### src/rtl/uart_mmio_ctrl_if.sv
// MMIO + serializer bus bundle for uart_mmio_ctrl.
// slave: the controller. master: the MMIO decode / serializer side.
interface uart_mmio_ctrl_if;
    logic        en;
    logic [3:0]  we;
    logic [7:0]  addr;
    logic [31:0] din;
    logic [31:0] dout;
    logic [7:0]  tx_data;
    logic        tx_valid;
    logic        tx_ready;
    logic [7:0]  rx_data;
    logic        rx_strobe;
    logic        irq;

    modport slave (
        input  en, we, addr, din, tx_ready, rx_data, rx_strobe,
        output dout, tx_data, tx_valid, irq
    );

    modport master (
        output en, we, addr, din, tx_ready, rx_data, rx_strobe,
        input  dout, tx_data, tx_valid, irq
    );
endinterface

### src/rtl/uart_mmio_ctrl.sv
// uart_mmio_ctrl: MMIO front end for a UART.
//   0x00 STATUS (R) / sticky flag clear (W)
//   0x04 RXDATA (R, pops)
//   0x08 TXDATA (W, pushes)
//   0x0C IRQ_EN (R/W) only when UART_CTRL_IRQ_EN is defined;
//        otherwise reads 0, writes ignored and irq is tied low.
module uart_mmio_ctrl #(
    parameter int TX_DEPTH = 8,
    parameter int RX_DEPTH = 4
) (
    input  logic            clk,
    input  logic            rst,
    uart_mmio_ctrl_if.slave bus
);
    localparam int TXAW = $clog2(TX_DEPTH);
    localparam int RXAW = $clog2(RX_DEPTH);
    localparam int TXCW = TXAW + 1;
    localparam int RXCW = RXAW + 1;

    // ---------------- MMIO decode ----------------
    logic rd_acc, wr_acc;
    logic tx_push_req, rx_pop_req, stat_wr;
    logic irq_en_wr;

    assign rd_acc      = bus.en && (bus.we == 4'b0000);
    assign wr_acc      = bus.en && bus.we[0];
    assign stat_wr     = wr_acc && (bus.addr == 8'h00);
    assign rx_pop_req  = rd_acc && (bus.addr == 8'h04);
    assign tx_push_req = wr_acc && (bus.addr == 8'h08);
    assign irq_en_wr   = wr_acc && (bus.addr == 8'h0C);

    // ---------------- TX FIFO ----------------
    logic [TX_DEPTH-1:0][7:0] tx_mem_q;
    logic [TXAW-1:0]          tx_wptr_q, tx_wptr_d, tx_rptr_q, tx_rptr_d;
    logic [TXCW-1:0]          tx_cnt_q, tx_cnt_d;
    logic                     tx_full, tx_empty, tx_push, tx_pop;

    assign tx_full  = (tx_cnt_q == TXCW'(TX_DEPTH));
    assign tx_empty = (tx_cnt_q == '0);
    // Full is judged on pre-edge occupancy, so a same-cycle drain does not
    // rescue a write to a full FIFO.
    assign tx_push  = tx_push_req && !tx_full;
    assign tx_pop   = !tx_empty && bus.tx_ready;

    // TX pointer/occupancy next state
    always_comb begin
        tx_wptr_d = tx_wptr_q;
        tx_rptr_d = tx_rptr_q;
        tx_cnt_d  = tx_cnt_q;
        if (tx_push) tx_wptr_d = tx_wptr_q + TXAW'(1);
        if (tx_pop)  tx_rptr_d = tx_rptr_q + TXAW'(1);
        tx_cnt_d = tx_cnt_q + TXCW'(tx_push) - TXCW'(tx_pop);
    end

    // TX FIFO storage and pointers
    always_ff @(posedge clk or posedge rst) begin
        if (rst) begin
            tx_mem_q  <= '0;
            tx_wptr_q <= '0;
            tx_rptr_q <= '0;
            tx_cnt_q  <= '0;
        end else begin
            if (tx_push) tx_mem_q[tx_wptr_q] <= bus.din[7:0];
            tx_wptr_q <= tx_wptr_d;
            tx_rptr_q <= tx_rptr_d;
            tx_cnt_q  <= tx_cnt_d;
        end
    end

    assign bus.tx_valid = !tx_empty;
    // Gate the head so stale storage never shows while idle.
    assign bus.tx_data  = tx_empty ? 8'h00 : tx_mem_q[tx_rptr_q];

    // ---------------- RX FIFO ----------------
    logic [RX_DEPTH-1:0][7:0] rx_mem_q;
    logic [RXAW-1:0]          rx_wptr_q, rx_wptr_d, rx_rptr_q, rx_rptr_d;
    logic [RXCW-1:0]          rx_cnt_q, rx_cnt_d;
    logic                     rx_full, rx_empty, rx_push, rx_pop;
    logic [7:0]               rx_head;

    assign rx_full  = (rx_cnt_q == RXCW'(RX_DEPTH));
    assign rx_empty = (rx_cnt_q == '0);
    assign rx_push  = bus.rx_strobe && !rx_full;
    assign rx_pop   = rx_pop_req && !rx_empty;
    assign rx_head  = rx_empty ? 8'h00 : rx_mem_q[rx_rptr_q];

    // RX pointer/occupancy next state
    always_comb begin
        rx_wptr_d = rx_wptr_q;
        rx_rptr_d = rx_rptr_q;
        rx_cnt_d  = rx_cnt_q;
        if (rx_push) rx_wptr_d = rx_wptr_q + RXAW'(1);
        if (rx_pop)  rx_rptr_d = rx_rptr_q + RXAW'(1);
        rx_cnt_d = rx_cnt_q + RXCW'(rx_push) - RXCW'(rx_pop);
    end

    // RX FIFO storage and pointers
    always_ff @(posedge clk or posedge rst) begin
        if (rst) begin
            rx_mem_q  <= '0;
            rx_wptr_q <= '0;
            rx_rptr_q <= '0;
            rx_cnt_q  <= '0;
        end else begin
            if (rx_push) rx_mem_q[rx_wptr_q] <= bus.rx_data;
            rx_wptr_q <= rx_wptr_d;
            rx_rptr_q <= rx_rptr_d;
            rx_cnt_q  <= rx_cnt_d;
        end
    end

    // ---------------- sticky flags ----------------
    logic rx_ovr_q, rx_ovr_d, tx_ovf_q, tx_ovf_d;

    // Set terms are ORed last so a same-cycle set beats a clear.
    always_comb begin
        rx_ovr_d = (rx_ovr_q && !(stat_wr && bus.din[2])) || (bus.rx_strobe && rx_full);
        tx_ovf_d = (tx_ovf_q && !(stat_wr && bus.din[4])) || (tx_push_req && tx_full);
    end

    // Sticky flag registers
    always_ff @(posedge clk or posedge rst) begin
        if (rst) begin
            rx_ovr_q <= 1'b0;
            tx_ovf_q <= 1'b0;
        end else begin
            rx_ovr_q <= rx_ovr_d;
            tx_ovf_q <= tx_ovf_d;
        end
    end

    // ---------------- interrupt ----------------
    logic [31:0] irq_en_rd;
`ifdef UART_CTRL_IRQ_EN
    logic [1:0] irq_en_q;
    logic       irq_q, irq_d;

    assign irq_d = (irq_en_q[0] && !rx_empty) || (irq_en_q[1] && tx_empty);

    // IRQ enable register and registered interrupt (one cycle behind state)
    always_ff @(posedge clk or posedge rst) begin
        if (rst) begin
            irq_en_q <= 2'b00;
            irq_q    <= 1'b0;
        end else begin
            if (irq_en_wr) irq_en_q <= bus.din[1:0];
            irq_q <= irq_d;
        end
    end

    assign bus.irq   = irq_q;
    assign irq_en_rd = {30'b0, irq_en_q};
`else
    assign bus.irq   = 1'b0;
    assign irq_en_rd = 32'h0;
`endif

    // ---------------- read mux ----------------
    logic [31:0] status;
    assign status = {27'b0, tx_ovf_q, tx_empty, rx_ovr_q, !rx_empty, !tx_full};

    // Combinational read data; unmapped or deselected reads return 0
    always_comb begin
        bus.dout = 32'h0;
        if (bus.en) begin
            case (bus.addr)
                8'h00:   bus.dout = status;
                8'h04:   bus.dout = {24'b0, rx_head};
                8'h0C:   bus.dout = irq_en_rd;
                default: bus.dout = 32'h0;
            endcase
        end
    end

    // Bits with no function in this block, collected to keep lint quiet.
    logic unused_bits;
    assign unused_bits = ^{bus.din[31:8], bus.din[3], bus.din[1:0], bus.we[3:1], irq_en_wr};

endmodule

### src/flat_wrapper.sv
// flat-port wrapper written by rule: the top's interface ports become plain ports
module uart_mmio_ctrl_flat 
#(
    parameter int TX_DEPTH = 8,
    parameter int RX_DEPTH = 4
)
  (clk, rst, bus_en, bus_we, bus_addr, bus_din, bus_tx_ready, bus_rx_data, bus_rx_strobe, bus_dout, bus_tx_data, bus_tx_valid, bus_irq);
  uart_mmio_ctrl_if bus_i ();
  input  logic clk;
  input  logic rst;
  input wire logic [$bits(bus_i.en)-1:0] bus_en;
  input wire logic [$bits(bus_i.we)-1:0] bus_we;
  input wire logic [$bits(bus_i.addr)-1:0] bus_addr;
  input wire logic [$bits(bus_i.din)-1:0] bus_din;
  input wire logic [$bits(bus_i.tx_ready)-1:0] bus_tx_ready;
  input wire logic [$bits(bus_i.rx_data)-1:0] bus_rx_data;
  input wire logic [$bits(bus_i.rx_strobe)-1:0] bus_rx_strobe;
  output wire logic [$bits(bus_i.dout)-1:0] bus_dout;
  output wire logic [$bits(bus_i.tx_data)-1:0] bus_tx_data;
  output wire logic [$bits(bus_i.tx_valid)-1:0] bus_tx_valid;
  output wire logic [$bits(bus_i.irq)-1:0] bus_irq;
  assign bus_i.en = bus_en;
  assign bus_i.we = bus_we;
  assign bus_i.addr = bus_addr;
  assign bus_i.din = bus_din;
  assign bus_i.tx_ready = bus_tx_ready;
  assign bus_i.rx_data = bus_rx_data;
  assign bus_i.rx_strobe = bus_rx_strobe;
  assign bus_dout = bus_i.dout;
  assign bus_tx_data = bus_i.tx_data;
  assign bus_tx_valid = bus_i.tx_valid;
  assign bus_irq = bus_i.irq;
  uart_mmio_ctrl #(.TX_DEPTH(TX_DEPTH), .RX_DEPTH(RX_DEPTH)) u_core (.clk(clk), .rst(rst), .bus(bus_i));
endmodule
### config.mk
export PLATFORM = sky130hd
export DESIGN_NAME = uart_mmio_ctrl_flat
export DESIGN_NICKNAME = d
export VERILOG_FILES = /design/src/rtl/uart_mmio_ctrl_if.sv /design/src/rtl/uart_mmio_ctrl.sv /design/src/flat_wrapper.sv
export SDC_FILE = /design/constraint.sdc
export NUM_CORES = 1
export LEC_CHECK = 0
export ABC_AREA = 1
export CORE_AREA = 2 2 164 166
export DETAILED_ROUTE_END_ITERATION = 10
export DIE_AREA = 0 0 166 168
export RECOVER_POWER = 100
export SLEW_MARGIN = 20
export SYNTH_ARGS = -nofsm -noshare
export SYNTH_HDL_FRONTEND = slang
export SYNTH_SLANG_ARGS = --single-unit
### constraint.sdc
create_clock -name clk -period 4.1 [get_ports clk]
set_clock_uncertainty 0.05 [all_clocks]
set_input_delay 0.82 -clock clk [delete_from_list [all_inputs] [get_ports clk]]
set_output_delay 0.82 -clock clk [all_outputs]
set_load 0.01 [all_outputs]
==> run_results.csv, run 1 <==
group,metric,value,unit
synthesis,synth_top_area_share,44.6,%
cts,worst_setup_hold_path_clk_slew,0.05,ns
synthesis,ys_top_cells_by_count,"231 x sky130_fd_sc_hd__nand2_1, 115 x sky130_fd_sc_hd__dfrtp_1, 91 x sky130_fd_sc_hd__nor2_1, 67 x sky130_fd_sc_hd__nand4_1, 56 x sky130_fd_sc_hd__inv_1",
sta,clock.fmax,262,MHz
run,drv.max_cap_violation_count,2,
worst_setup_path,crit_path_top_delay_cell,"sky130_fd_sc_hd__dlygate4sd3_1",
synthesis,synth_fa_ha_area_share,3.33,%
grt,wire_length_of_the_first_global_routing_pass,28200,um
grt,grt_start_max_net_pins,77,
finish,postLayoutCellArea,7600,um2
cts,htreeDepth,4,
pwr,power_density,596,nW/um2
die,dieWidth,166,um
synthesis,synth_seq_area_share,44.6,%
cts,cts_setup_buffers,0,
sta,rsz_0062_raised_after_global_routing,"no",
worst_setup_path,cp_max_fo,7,
synthesis,postSynth.asyncResetShare,100,%
cts,tritoncts_sink_count,115,
synthesis,synth_cells,822,
pwr,power_leakage,3.79,nW
route,route.detailed.drc,0,
placement,dpl-instance-area,7160,um2
route,dr_total_vias,5534,
synthesis,synth_top_flop_cell,"sky130_fd_sc_hd__dfrtp_1",
hold_path,hold_path.class,"reg2reg",
route,drt-total-wl,17100,um
sta,setup-violations-final,0,
synthesis,largest_cells_by_area_after_synthesis,"sky130_fd_sc_hd__dfrtp_1 45%, sky130_fd_sc_hd__nand2_1 13%, sky130_fd_sc_hd__nand4_1 6.5%",
worst_setup_path,worstPathArrival,2.95,ns
worst_setup_path,worstPathCellList,"clkdlybuf4s50_1 > nor2_1 > nand3_1 > nor2_2 > nand2_1 > a21oi_1 > dlygate4sd3_1",
die,floorplan.io_pins,99,
finish,n_antenna_cell,0,
synthesis,synth_most_common_cell,"sky130_fd_sc_hd__nand2_1",
sta,worst_slew_pin_slew,2.28,ns
pwr,vdd_ir_drop_max,0.268,mV
cts,cts_root_buf,"sky130_fd_sc_hd__clkbuf_16",
hold_path,hold_path.startpoint,"u_core.tx_mem_q[15]$_DFFE_PP0P_",
synthesis,syn_area_cell,7.86,um2
cts,cts.path.max_buffers,2,
sta,hold_viol,0,
placement,globalplace.congestion,0.796,
sta,layout_min_cycle_time,3.82,ns
worst_setup_path,end_kind,"output port",
worst_setup_path,criticalPathCategory,"in2out",
worst_setup_path,crit_path_start_kind,"input pin",
synthesis,combinational_family_with_the_most_area_after_synthesis,"simple AND/OR/NAND/NOR gates",
cts,clock_tree_from_tritoncts,"built",
die,num_rows,60,
run_status,run_status,"complete, but fails checks",
synthesis,yosysUniqueCellTypes,29,
cts,clock_buffers_created_by_tritoncts,17,
finish,seq_area,2880,um2
sta,report.final.slew_viol_count,83,
synthesis,synth_compound_area_share,7.40,%
finish,finalNetCount,930,
route,first_iter_violations,486,
worst_setup_path,critPathRequiredTime,3.23,ns
worst_setup_path,max_stage_delay,0.64,ns
route,number_of_iterations_in_the_first_detailed_routing_pass,5,
synthesis,yosys_register_bits,115,
grt,globalRouteOverflowTotal,0,
worst_setup_path,launch_point_of_the_worst_reg_to_reg_path,"u_core.tx_cnt_q[2]$_DFF_PP0_",
sta,final_min_period_over_clock_period,93.3,%
synthesis,post_synth_xor_area_fraction,1.09,%
synthesis,yosys.area.top_type,"sky130_fd_sc_hd__dfrtp_1",
die,die_y,168,um
grt,all_layer_global_routing_usage,12.5,%
synthesis,synth.cell_area,6460,um2
finish,layout-area-overhead-vs-synth,17.7,%
synthesis,synth_enable_flop_cells,0,
finish,fillCellCount,2814,
die,die_area,27900,um2
synthesis,synth.area.mux_share,0,%
finish,multi_input_comb_area,2850,um2
synthesis,total_number_of_yosys_warnings,0,
die,placeableCoreArea,26400,um2
grt,first_global_vias,5312,
cts,ctsResizeCount,0,
cts,cts_hold_repair.buffers,0,
cts,clk-insertion-delay-late,0.41,ns
worst_setup_path,critPathLaunch,"bus_addr[0]",
sta,maxSlewHeadroom,-51.7,%
die,initial_utilization,24.5,%
run_status,violations_in_the_final_reports,"max-capacitance violations, max-slew violations",
route,avgViaCountPerCell,4.58,
finish,fraction_of_layout_cells_with_a_size_suffix_above_1,6.68,%
placement,io_buffers,49,
worst_setup_path,reg2reg_setup_slack,1.28,ns
route,antenna_left,0,
route,routedWlPerCell,14.2,um
sta,setup_total_negative_slack,0,ns
grt,number_of_antenna_violations_at_the_first_check_in_global_routing,0,
placement,dp.final_hpwl,10900,um
synthesis,synth_simple_gate_area_share,33.1,%
[cell usage in the layout (no fill, tap or decap)]
cell type	n
sky130_fd_sc_hd__a21oi_1	10
sky130_fd_sc_hd__a22o_1	1
sky130_fd_sc_hd__buf_12	2
sky130_fd_sc_hd__buf_4	6
sky130_fd_sc_hd__bufinv_16	3
sky130_fd_sc_hd__clkbuf_1	4
sky130_fd_sc_hd__clkbuf_16	17
sky130_fd_sc_hd__clkbuf_2	2
sky130_fd_sc_hd__clkbuf_8	3
sky130_fd_sc_hd__clkdlybuf4s50_1	31
sky130_fd_sc_hd__clkinv_1	2
sky130_fd_sc_hd__clkinv_2	2
sky130_fd_sc_hd__clkinvlp_4	4
sky130_fd_sc_hd__conb_1	25
sky130_fd_sc_hd__dfrtp_1	115
sky130_fd_sc_hd__dlygate4sd3_1	18
sky130_fd_sc_hd__fa_1	2
sky130_fd_sc_hd__ha_1	14
sky130_fd_sc_hd__inv_1	58
sky130_fd_sc_hd__inv_2	5
sky130_fd_sc_hd__nand2_1	235
sky130_fd_sc_hd__nand2_2	1
sky130_fd_sc_hd__nand3_1	35
sky130_fd_sc_hd__nand3_4	1
sky130_fd_sc_hd__nand4_1	75
sky130_fd_sc_hd__nor2_1	93
sky130_fd_sc_hd__nor2_2	10
sky130_fd_sc_hd__nor2_4	1
sky130_fd_sc_hd__nor2_8	1
sky130_fd_sc_hd__nor4_1	1
sky130_fd_sc_hd__o21ai_0	69
sky130_fd_sc_hd__o21ai_1	14
sky130_fd_sc_hd__xnor2_1	5
sky130_fd_sc_hd__xor2_1	3
[per-stage QoR]
| step | setup slack [ns] | util [%] | cells | hold slack (ns) | total power [W] |
|---|---|---|---|---|---|
| global route | 0.131 | 28.8 | 1209 | 0.441 | 0.00484 |
| global placement | 0.398 | 27.2 | 1179 | 0.407 | 0.00304 |
| detailed placement | 0.379 | 27.2 | 1179 | 0.411 | 0.00307 |
| CTS | 0.371 | 29.5 | 1209 | 0.427 | 0.00462 |
| floorplan | 0.186 | - | 846 | 0.392 | 0.00260 |
| finish | 0.276 | 28.8 | 1209 | 0.423 | 0.00453 |
[power breakdown]
part | total, W | switching [W] | internal (W)
Sequential | 0.00150 | 0.000144 | 0.00136
Clock | 0.00154 | 0.000543 | 0.000995
Combinational | 0.00149 | 0.000932 | 0.000559
[critical path, delay by kind of cell]
| family | cells | cell delay, ns |
|---|---|---|
| AND/OR/NAND/NOR | 4 | 0.85 |
| AO/OA/AOI/OAI | 1 | 0.21 |
| buffers and inverters | 2 | 1.07 |
[flip-flops by register name, summed over array words and instances, names as in the netlist]
signal            cells
u_core.tx_rptr_q      3
u_core.tx_wptr_q      3
u_core.rx_rptr_q      2
u_core.rx_ovr_q       1
u_core.tx_mem_q      64
u_core.rx_mem_q      32
u_core.rx_cnt_q       3
u_core.tx_cnt_q       4
u_core.tx_ovf_q       1
u_core.rx_wptr_q      2
[routing by layer]
layer	up-vias	GRT usage, %	wire length [um]
met2	194	20.0	7960
met4	0	4.27	229
met1	2625	17.1	7920
li1	2699	-	-
met3	16	2.44	1000
met5	-	0	0
[area by class of cell]
type                    instances  area share [%]
flip-flops and latches        115            37.9
multi-input cells             596            37.5
repair buffers                 62            7.85
clock buffers                  21            6.19
well taps                     341            5.62
inverters                      65            3.21
clock inverters                 9            1.71
[final timing paths]
path,cells after the start,end
min in group asynchronous,2,u_core.rx_mem_q[0]$_DFFE_PP0P_
max in group asynchronous,3,u_core.tx_mem_q[20]$_DFFE_PP0P_
worst min-delay path,2,u_core.tx_mem_q[15]$_DFFE_PP0P_
worst max-delay path,7,bus_dout[4]
worst max register to register,12,u_core.tx_cnt_q[2]$_DFF_PP0_
worst min register to register,2,u_core.tx_mem_q[15]$_DFFE_PP0P_
[logic make-up after synthesis]
logic type,Yosys count
and+or+nand+nor,453
buffers and inverters,135
DFF,115
AOI/OAI and AO/OA,94
adders and majority gates,16
xor gates and xnor gates,8
other,1
Note: power is estimated with default switching activity, not from simulation.
==> run 2: changes to the inputs <==
- ABC_CLOCK_PERIOD_IN_PS: default -> 4100
==> results of run 2 <==
No change in the layout: final DEF, timing and power equal those of run 1.
==> variant 1, RTL diff (settings of run 1) <==
One comparison of `tx_cnt_q` changes from == to >=.
--- a/src/rtl/uart_mmio_ctrl.sv
+++ b/src/rtl/uart_mmio_ctrl.sv
@@ -35,7 +35,7 @@
     logic [TXCW-1:0]          tx_cnt_q, tx_cnt_d;
     logic                     tx_full, tx_empty, tx_push, tx_pop;
 
-    assign tx_full  = (tx_cnt_q == TXCW'(TX_DEPTH));
+    assign tx_full  = (tx_cnt_q >= TXCW'(TX_DEPTH));
     assign tx_empty = (tx_cnt_q == '0);
     // Full is judged on pre-edge occupancy, so a same-cycle drain does not
     // rescue a write to a full FIFO.
Behaviour: same outputs for any inputs over 4 cycles, from zero or initial values and one cycle with rst high; that may be too few to reach the edited logic, so the function may still have changed.
==> variant 1 against run 1 <==
  * The run still ends with capacitance limit, slew limit left
  * Total power rose by 1.9%
  * Fmax rose by 0.69%
  * Synthesized area rose by 0.21%
  * Combinational power rose by 4%
  * Setup slack improved by 26 ps
  * Wire length rose by 0.41%
  * Sequential cell count did not move
  * Cell area fell by 0.25%
  * Sequential share of layout area rose by 0.094 points
  * Critical path type unchanged
  * Critical endpoint is now bus_dout[1]
  * Highest routed layer unchanged
==> variant 1: results <==
[clock_network]
cts_buffer_depth = 2
root_buffer = "clkbuf_16"
h-tree-depth = 4
clk_latency_ps = 420
cts_resized = 0

[grt]
use_met2_pct = 19.3
first_global_vias = 5071
grt_usage_pct = 12.5
grt_pass1_wl_mm = 27.9
met1_usage_pct = 17.7
use_met3_pct = 2.05

[power_and_ir_drop]
vdd_ir_drop_max_mv = 0.331
pwr-share-seq_pct = 32.5
p_comb_share_pct = 33.5
maxPowerGroup = "the clock network"
swShare_pct = 37.6
p_leak_nw = 3.80

[worst_setup_path]
crit_path_end = "bus_dout[1]"
startpoint = "bus_addr[6]"
r2r_cells = 7
slowest_stage = "dlygate4sd3_1"
arrival_ps = 2930
critical-path-max-stage-delay_ps = 630
r2r-end = "u_core.tx_mem_q[25]"
timing.reg2reg.setup_slack_ps = 650
cp_max_fo = 8

[placement]
portBuffers = 49
placed_cell_area_um2 = 7120
gp_congestion = 0.796
post-dp-hpwl_mm = 11.1

[job]
cap_viol_max_count = 2

[synthesis]
synthDistinctLibCells = 29
ys_seq_area_share_pct = 44.5
ys_top_cells_by_count = "nand2_1 (233), dfrtp_1 (115), nor2_1 (94), o21ai_0 (83), nand4_1 (67)"
synthTopCellsByArea = "dfrtp_1 (44%), nand2_1 (14%), nand4_1 (6.5%)"
synthFlopType = "dfrtp_1"
yosys_warnings = 0

[detailed_routing]
vias = 5465
first_iter_violations = 481
wl_per_cell_um = 14.2
drtPass1Iterations = 7

[worst_hold_path]
hold_end = "u_core.tx_mem_q[45]"
worstHoldPathCells = 2
min_from = "u_core.tx_mem_q[45]"

[finish]
drive_above_1_share_pct = 6.55
fin_nets = 930
reg.largest.list = "u_core.tx_mem_q (64), u_core.rx_mem_q (32), u_core.tx_cnt_q (4)"
antenna_cells = 0

[sta]
max_slew_margin_pct = -52.4
slew_viol_final = 126
fin_tns_setup_ps = 0
finalSetupViolations = 0

[status]
status = "finished with violations"
violations = "capacitance limit, slew limit"
variant 1: cell types whose count changed after synthesis, sizes merged:
| cell | change |
|---|---|
| nor2 | +1 |
| a21oi | -1 |
| xor2 | +1 |
| nand2 | -2 |
| clkbuf | +3 |
| buf | -4 |
| nor3b | +1 |
variant 1: cell type report:
type,instances,area (um^2)
inverters,65,245
flip-flops and latches,115,2880
clock buffers,18,439
fillers,2841,18800
clock inverters,14,178
multi-input cells,596,2850
well taps,341,427
repair buffers,62,568
variant 1: metal layers:
layer  part of all wire [%]  vias to the layer above
met5                      0                        -
met4                    1.6                        0
met3                    5.0                       20
met2                     45                      170
met1                     49                     2564
li1                       -                     2711
variant 1: through the flow:
stage / utilization (%) / std cells / total power, W / setup slack (ps) / hold slack (ps)
finish: 28.8 / 1211 / 0.00462 / 302 / 425
detailed placement: 27.0 / 1179 / 0.00314 / 373 / 411
global placement: 27.0 / 1179 / 0.00311 / 367 / 407
CTS: 29.4 / 1211 / 0.00471 / 345 / 427
floorplan: - / 845 / 0.00271 / 186 / 392
global route: 28.8 / 1211 / 0.00493 / 123 / 436
variant 1: logic make-up after synthesis:
group,after synthesis,share of synthesized area (%)
buffers and inverters,134,10.9
AND/OR/NAND/NOR,453,32.6
XOR/XNOR,9,1.22
AO/OA/AOI/OAI,93,7.42
other,1,0.0579
flip-flops,115,44.5
adder cells (fa/ha/maj),16,3.33
variant 1: worst register-to-register path: cells and delay by family (launching register included):
family,cells,cell delay (ps)
simple gates,3,1130
buf+inv,2,1290
compound gates,1,350
fa+ha+maj,1,200
flops,1,320
==> variant 2, RTL diff (config.mk and constraints of run 1) <==
Without the edit above. `TX_DEPTH` is set to 8 in 2 places; all go to 4.
--- a/src/rtl/uart_mmio_ctrl.sv
+++ b/src/rtl/uart_mmio_ctrl.sv
@@ -5,7 +5,7 @@
 //   0x0C IRQ_EN (R/W) only when UART_CTRL_IRQ_EN is defined;
 //        otherwise reads 0, writes ignored and irq is tied low.
 module uart_mmio_ctrl #(
-    parameter int TX_DEPTH = 8,
+    parameter int TX_DEPTH = 4,
     parameter int RX_DEPTH = 4
 ) (
     input  logic            clk,
--- a/src/flat_wrapper.sv
+++ b/src/flat_wrapper.sv
@@ -1,7 +1,7 @@
 // flat-port wrapper written by rule: the top's interface ports become plain ports
 module uart_mmio_ctrl_flat 
 #(
-    parameter int TX_DEPTH = 8,
+    parameter int TX_DEPTH = 4,
     parameter int RX_DEPTH = 4
 )
   (clk, rst, bus_en, bus_we, bus_addr, bus_din, bus_tx_ready, bus_rx_data, bus_rx_strobe, bus_dout, bus_tx_data, bus_tx_valid, bus_irq);
Function: changed (Yosys sat finds a counterexample within 10 cycles, from zero or initial values and one cycle with rst high).
==> variant 2 against run 1 <==
  * The run still ends with capacitance limit, slew limit left
  * Sequential cell count decreased by 35
  * Fmax increased by 0.40%
  * Cell count decreased by 22%
  * Utilization decreased by 8.6 points
  * Register-to-register slack improved by 650 ps
  * Synthesized area decreased by 31%
  * Wire length decreased by 35%
  * Cell area decreased by 30%
  * Total power decreased by 38%
  * Worst hold slack got worse by 8.0 ps
  * Count of clock-buffer cells in the layout decreased by 9
  * Setup slack improved by 15 ps
  * Global-route usage decreased by 4.3 points
  * Largest power group is now registers
==> variant 2: results <==
[synthesis]
synthTopCellsByArea = "dfrtp_1 (45%), nand2_1 (12%), o21ai_0 (5.5%)"
synthDistinctLibCells = 32
async_flop_share_pct = 100
synthFlopType = "dfrtp_1"
synthAdderAreaFrac_pct = 4.25
ys_seq_area_share_pct = 44.7
avgSynthCellArea_um2 = 8.09
synthXorXnorAreaFrac_pct = 1.17
synth-compound-area-share_pct = 8.61
ys_top_cells_by_count = "nand2_1 (149), dfrtp_1 (80), nor2_1 (52), o21ai_0 (49), inv_1 (47)"

[status]
status = "finished with violations"
violations = "capacitance limit, slew limit"

[finish]
fin_cells = 940
drive_above_1_share_pct = 4.67
nFillCells = 2963
area_growth_syn_to_layout_pct = 19.3
reg.largest.list = "u_core.rx_mem_q (32), u_core.tx_mem_q (32)"
fin_nets = 665

[worst_setup_path]
arrival_ps = 2940
r2r_cells = 9
slowest_stage = "clkdlybuf4s50_1"
startpoint = "bus_addr[7]"
rr_startpoint = "u_core.rx_cnt_q[1]"
crit_path_end = "bus_dout[5]"
r2r-end = "u_core.rx_cnt_q[2]"
timing.reg2reg.setup_slack_ps = 1930
cp_max_fo = 9
critical-path-max-stage-delay_ps = 560

[sta]
max_slew_margin_pct = -15.6
fin_crit_ps = 3810
slew_viol_final = 36

[grt]
grt_pass1_wl_mm = 18.4
antenna_found_initial = 0
grt_usage_pct = 8.26
first_global_vias = 3430
grt_max_degree = 38

[clock_network]
cts_buffer_depth = 2
h-tree-depth = 3
cts_resized = 0
clk_latency_ps = 330
clkTransAtPathRegs_ps = 60
cts_buffers = 9
root_buffer = "clkbuf_16"

[placement]
placed_cell_area_um2 = 5140
place_ws_ps = 267
portBuffers = 49
post-dp-hpwl_mm = 7.76
dp.cells = 924
gp_congestion = 0.801

[power_and_ir_drop]
vdd_ir_drop_max_mv = 0.224
p_leak_nw = 2.56

[detailed_routing]
drt-total-wl_mm = 11.1
first_iter_violations = 277
post_drt_via_cell_ratio = 3.89

[worst_hold_path]
worstHoldPathCells = 2
hold_class = "reg -> reg"

[job]
cap_viol_max_count = 1
-- variant 2: changes by cell type after synthesis, moves of 9 or more --
cell / before / now
buf_2: 22 / 13
clkbuf_1: 14 / 2
dfrtp_1: 115 / 80
inv_1: 56 / 47
nand2_1: 231 / 149
nand3_1: 35 / 21
nand4_1: 67 / 36
nor2_1: 91 / 52
nor2_2: 11 / 2
o21ai_1: 33 / 6
-- variant 2: power by group --
part	switching, W	total (W)	internal (W)	leakage (nW)
Clock	0.000319	0.000731	0.000412	0.119
Sequential	0.000153	0.00115	0.000997	1.04
Combinational	0.000572	0.000934	0.000363	1.39
Total	0.00104	0.00282	0.00177	2.56
-- variant 2: layer usage --
layer  global-route usage, %  vias to the layer above  share of wire (%)
met1                    12.1                     1718                 49
met4                    1.44                        0               0.87
met3                    2.33                       10                6.5
met2                    12.2                      117                 43
met5                       0                        -                  0
li1                        -                     1809                  -
-- variant 2: worst min-delay path by stage --
stage               slack (ps)                  end                 from
global placement           400  u_core.tx_mem_q[24]  u_core.tx_mem_q[24]
floorplan                  390  u_core.tx_mem_q[10]  u_core.tx_mem_q[10]
global route               440  u_core.tx_mem_q[27]  u_core.tx_mem_q[27]
detailed placement         400  u_core.tx_mem_q[29]  u_core.tx_mem_q[29]
CTS                        420  u_core.tx_mem_q[29]  u_core.tx_mem_q[29]
finish                     410   u_core.tx_mem_q[9]   u_core.tx_mem_q[9]
-- variant 2: critical path: cells and delay by family --
family                 cells  cell delay (ps)
and+or+nand+nor            4              940
AOI/OAI and AO/OA          1              210
buffers and inverters      2              950
-- variant 2: final cells by class --
type	instances	area share, %
repair buffers	55	9.82
inverters	54	3.82
clock buffers	12	4.43
clock inverters	4	0.586
multi-input cells	394	35.9
well taps	341	7.99
flip-flops and latches	80	37.5
